`src/rtl/button_scheduler.sv`:
```
// Four-button front end: synchronise, debounce, then arbitrate press and
// auto-repeat events onto a single valid/ready event channel.
// Legal ranges: DB_CYCLES 2..65535, HOLD_CYCLES and REPEAT_CYCLES 2..2^24-1.
module button_scheduler #(
  parameter int unsigned DB_CYCLES     = 30000,
  parameter int unsigned HOLD_CYCLES   = 3000000,
  parameter int unsigned REPEAT_CYCLES = 500000
) (
  input  logic       clk,
  input  logic       rst,
  input  logic [3:0] btn,
  input  logic       evt_ready,
  output logic       evt_valid,
  output logic [1:0] evt_id,
  output logic       evt_repeat,
  output logic [3:0] level
);

  typedef enum logic [1:0] {IDLE, PRESENT, HOLD} state_t;

  localparam logic [15:0] DB_LAST   = 16'(DB_CYCLES - 1);
  // Repeat fires on the edge the hold counter reaches threshold-1, so the
  // decision compares the pre-increment value against threshold-2.
  localparam logic [23:0] HOLD_LAST = 24'(HOLD_CYCLES - 2);
  localparam logic [23:0] REP_LAST  = 24'(REPEAT_CYCLES - 2);

  state_t      state;
  logic [3:0]  sync1, sync2;
  logic [15:0] db_cnt [4];
  logic [3:0]  db_hit;
  logic [3:0]  rise;
  logic [3:0]  pending;
  logic [3:0]  grant_mask;
  logic [1:0]  grant_id;
  logic [23:0] hold_cnt;
  logic        rep_phase;

  // Two-flop synchroniser on the raw buttons
  always_ff @(posedge clk) begin
    if (rst) begin
      sync1 <= '0;
      sync2 <= '0;
    end else begin
      sync1 <= btn;
      sync2 <= sync1;
    end
  end

  // Debounce expiry and rising-edge detection of the debounced levels
  always_comb begin
    db_hit = '0;
    for (int unsigned i = 0; i < 4; i++) begin
      db_hit[i] = (sync2[i] != level[i]) && (db_cnt[i] == DB_LAST);
    end
    rise = db_hit & ~level;
  end

  // Per-button disagreement counters; level flips once the disagreement persists
  always_ff @(posedge clk) begin
    if (rst) begin
      level <= '0;
      for (int unsigned i = 0; i < 4; i++) db_cnt[i] <= '0;
    end else begin
      for (int unsigned i = 0; i < 4; i++) begin
        if (sync2[i] == level[i]) begin
          db_cnt[i] <= '0;
        end else if (db_hit[i]) begin
          db_cnt[i] <= '0;
          level[i]  <= ~level[i];
        end else begin
          db_cnt[i] <= db_cnt[i] + 16'd1;
        end
      end
    end
  end

  // Lowest-index pending button wins the grant from IDLE
  always_comb begin
    grant_id   = 2'd0;
    grant_mask = '0;
    if (state == IDLE) begin
      for (int i = 3; i >= 0; i--) begin
        if (pending[i]) begin
          grant_id   = 2'(i);
          grant_mask = 4'b0001 << i;
        end
      end
    end
  end

  // Sticky press flags; a new press on the same edge as a grant survives
  always_ff @(posedge clk) begin
    if (rst) pending <= '0;
    else     pending <= (pending & ~grant_mask) | rise;
  end

  // Arbiter: present press events, then auto-repeat while the button stays held
  always_ff @(posedge clk) begin
    if (rst) begin
      state      <= IDLE;
      evt_valid  <= 1'b0;
      evt_id     <= '0;
      evt_repeat <= 1'b0;
      hold_cnt   <= '0;
      rep_phase  <= 1'b0;
    end else begin
      case (state)
        IDLE: begin
          if (|pending) begin
            evt_valid  <= 1'b1;
            evt_id     <= grant_id;
            evt_repeat <= 1'b0;
            rep_phase  <= 1'b0;
            state      <= PRESENT;
          end
        end
        PRESENT: begin
          if (evt_ready) begin
            evt_valid  <= 1'b0;
            evt_repeat <= 1'b0;
            hold_cnt   <= '0;
            state      <= level[evt_id] ? HOLD : IDLE;
          end
        end
        HOLD: begin
          if (!level[evt_id] || (|pending)) begin
            state <= IDLE;
          end else if (hold_cnt == (rep_phase ? REP_LAST : HOLD_LAST)) begin
            evt_valid  <= 1'b1;
            evt_repeat <= 1'b1;
            rep_phase  <= 1'b1;
            state      <= PRESENT;
          end else begin
            hold_cnt <= hold_cnt + 24'd1;
          end
        end
        default: state <= IDLE;
      endcase
    end
  end

endmodule

```
`config.mk`:
```
export PLATFORM = sky130hd
export DESIGN_NAME = button_scheduler
export DESIGN_NICKNAME = d
export VERILOG_FILES = /design/src/rtl/button_scheduler.sv
export SDC_FILE = /design/constraint.sdc
export NUM_CORES = 1
export LEC_CHECK = 0
export BUFFER_PORTS_ARGS = -buffer_cell sky130_fd_sc_hd__buf_2
export CAP_MARGIN = 20
export CORE_ASPECT_RATIO = 0.5
export CORE_MARGIN = 3
export CORE_UTILIZATION = 35
export CTS_CLUSTER_SIZE = 10
export DETAILED_ROUTE_END_ITERATION = 10
export SETUP_SLACK_MARGIN = 0.02
export SLEW_MARGIN = 20
export SYNTH_ARGS = -nofsm -noshare
export SYNTH_HDL_FRONTEND = slang
export SYNTH_SLANG_ARGS = --single-unit
```
`constraint.sdc`:
```
create_clock -name clk -period 2.9 [get_ports clk]
set_input_delay 0 -clock clk [delete_from_list [all_inputs] [get_ports clk]]
set_output_delay 0 -clock clk [all_outputs]
set_load 0.02 [all_outputs]
```
==> results.yml <==
logic_synthesis:
  avgSynthCellArea_um2: 9.77
  ys_ff_latch: 111
  synth_cell_types: 51
  ys_warn_count: 0
  synth_area_um2: 5600
  synth_seq_area_share_pct: 51.2
  synth_ff_type: "edfxtp_1"
  async_reset_ff_share_pct: 0
  synth_edf_count: 64
  synthCells: 573
timing:
  post-route-min-period_ps: 2490
  setup_violations: 0
  clock.fmax_mhz: 402
  period_share_pct: 85.7
  worstMarginPinSlew_ps: 606
  relSlewSlack_pct: 59.5
  rsz0062_at_grt: "false"
  slew_violations: 0
  fin_skew_ps: 8.24
  setup_slack_ps: 413
  finalHoldViolCount: 0
  final.setup.tns_ps: 0
route:
  drt_wl_total_um: 10500
  dr.pass1.iters: 5
  remaining_drc_errors: 0
  via_per_inst: 4.80
  drt_iter0_markers: 277
  routedWlPerCell_um: 12.3
  dr_total_vias: 4102
  drtAntennaViolNets: 0
die:
  row_count: 31
  chipWidth_um: 185
  dieHeight_um: 95.4
  ios: 15
  initial_core_util_pct: 37.2
  dieArea_um2: 17600
  core_um2: 15000
critical_path:
  worstSetupEndpointType: "register"
  ff2ff_setup_slack_ps: 410
  r2r_cells: 5
  worstPathArrival_ps: 2560
  cp-start-kind: "register"
  critical_path_required_ps: 2980
  cp-endpoint: "db_cnt[2][5]$_SDFFCE_PN0P_"
  startpoint: "db_cnt[2][0]$_SDFFCE_PN0P_"
  r2r-start: "db_cnt[2][0]$_SDFFCE_PN0P_"
  crit_type: "reg -> reg"
  cp_max_fo: 16
  regToRegEndpoint: "db_cnt[2][5]$_SDFFCE_PN0P_"
clock_tree:
  clock-sinks: 111
  htreeDepth: 3
  clk_latency_ps: 340
  numCtsBuffers: 9
  ctsRootBufferMaster: "clkbuf_16"
  max-clock-path-buffers: 2
  cts_tree: "yes"
  clk_pin_slew_worst_paths_ps: 70
power:
  ir_drop_mv: 0.231
  power_uw: 3080
  p_leak_uw: 0.00222
  p_per_area_nw_per_um2: 477
global_route:
  grt_pass1_vias: 3940
  grt_pass1_wl_um: 18600
  grt_overflow: 0
  grt_max_degree: 32
  antenna_found_initial: 0
  grt_util_all_layers_pct: 12.9
placed_design:
  io_buffers: 14
  pre_cts_slack_ps: 254
  gp_congestion: 0.812
  dp_hpwl_um: 7380
status:
  outcome: "complete, no violations"
cells_and_area:
  nets: 664
  postLayoutCoreUtil_pct: 42.9
  drive_gt1_share_pct: 7.32
  syn_to_final_growth_pct: 15.3
  final_common_cell: "nor2_1"
  antennaDiodeCount: 0
  final_cell_mix: "nor2_1, edfxtp_1, conb_1, dfxtp_1, nand2_1"
worst_hold_path:
  min_path_type: "in -> reg"
run:
  maxCapViolations: 0
synth_stat cells, types with 2 or more instances:
cell type	instances	area (um^2)
or2_2	3	18.8
edfxtp_1	64	1920
nand3b_1	4	30.0
nor4_1	6	37.5
o41ai_1	3	26.3
xnor2_1	27	236
or3_1	12	75.1
nor2_1	94	353
nand4_1	13	81.3
xor2_1	32	280
buf_2	3	15.0
inv_1	10	37.5
nand3_1	35	175
ha_1	6	75.1
and2_1	2	12.5
nand2b_1	5	31.3
o21ai_0	32	160
dfxtp_1	47	941
nand2_1	42	158
a21oi_1	18	90.1
clkbuf_1	17	63.8
nor3_1	8	40.0
a31oi_1	5	31.3
mux2i_1	4	40.0
o21a_1	2	15.0
nor2b_1	17	106
nor4b_1	4	35.0
nor4bb_1	2	20.0
and3_1	14	87.6
and4_1	7	61.3
o31ai_1	15	113
critical path: stages, from the launching register on:
cell and delay [ps]:
edfxtp_1 360, ha_1 240, or4b_1 450, nor4_1 500, or3_1 530, nor2_1 120
per-stage QoR:
| stage | instance area (um^2) | std cells | hold WS, ps |
|---|---|---|---|
| 2_1_floorplan | 5830 | 636 | 128 |
| 3_3_place_gp | 6110 | 833 | 209 |
| 3_5_place_dp | 6110 | 833 | 226 |
| 4_1_cts | 6450 | 854 | 118 |
| 5_1_grt | 6450 | 854 | 161 |
| 6_report | 6450 | 854 | 123 |
final cells by class:
class                           count  area [um^2]
Tap cell                          198          248
Timing Repair Buffer               26          173
Clock inverter                      6         61.3
Multi-Input combinational cell    492         2840
Sequential cell                   111         2860
Fill cell                        1493         8600
Clock buffer                       10          229
Inverter                           11         41.3
routing by layer:
metal | track usage [%] | up-vias | part of all wire (%)
met4 | 2.68 | 0 | 0.53
met2 | 21.2 | 32 | 45
li1 | - | 2140 | -
met1 | 17.2 | 1926 | 51
met3 | 3.43 | 4 | 2.7
met5 | 0 | - | 0
state kept, by name, summed over array words and instances, names as in the netlist:
signal and cells:
sync2 4, evt_valid 1, hold_cnt 24, level 4
evt_repeat 1, db_cnt 64, evt_id 2, rep_phase 1
state 2, sync1 4, pending 4
cells by family after synthesis:
| family | synth area share (%) |
|---|---|
| and+or+nand+nor | 25.1 |
| DFF | 51.2 |
| AOI/OAI and AO/OA | 9.50 |
| xor gates and xnor gates | 9.24 |
| buffers and inverters | 2.44 |
| adders and majority gates | 1.34 |
| muxes | 1.12 |
| other | 0.0670 |
power by group:
group,switching (uW),internal (uW)
Sequential,43.5,1710
Combinational,58.1,44.0
Clock,559,667
Total,661,2420
how the worst min path moves through the flow:
stage	to	depth (start not counted)	from
finish	hold_cnt[3]$_SDFFE_PP0P_	3	rst
global route	hold_cnt[3]$_SDFFE_PP0P_	3	rst
CTS	hold_cnt[3]$_SDFFE_PP0P_	3	rst
detailed placement	sync1[1]$_SDFF_PP0_	2	btn[1]
global placement	sync1[1]$_SDFF_PP0_	2	btn[1]
floorplan	sync1[0]$_SDFF_PP0_	1	btn[0]
timing repair:
item,CTS,global route
setup buffers,0,0
resized for setup,0,1
hold endpoints to repair,5,0
endpoints found under the setup margin,0,6
hold buffers,5,0
Power figures use the tool's default switching activity.
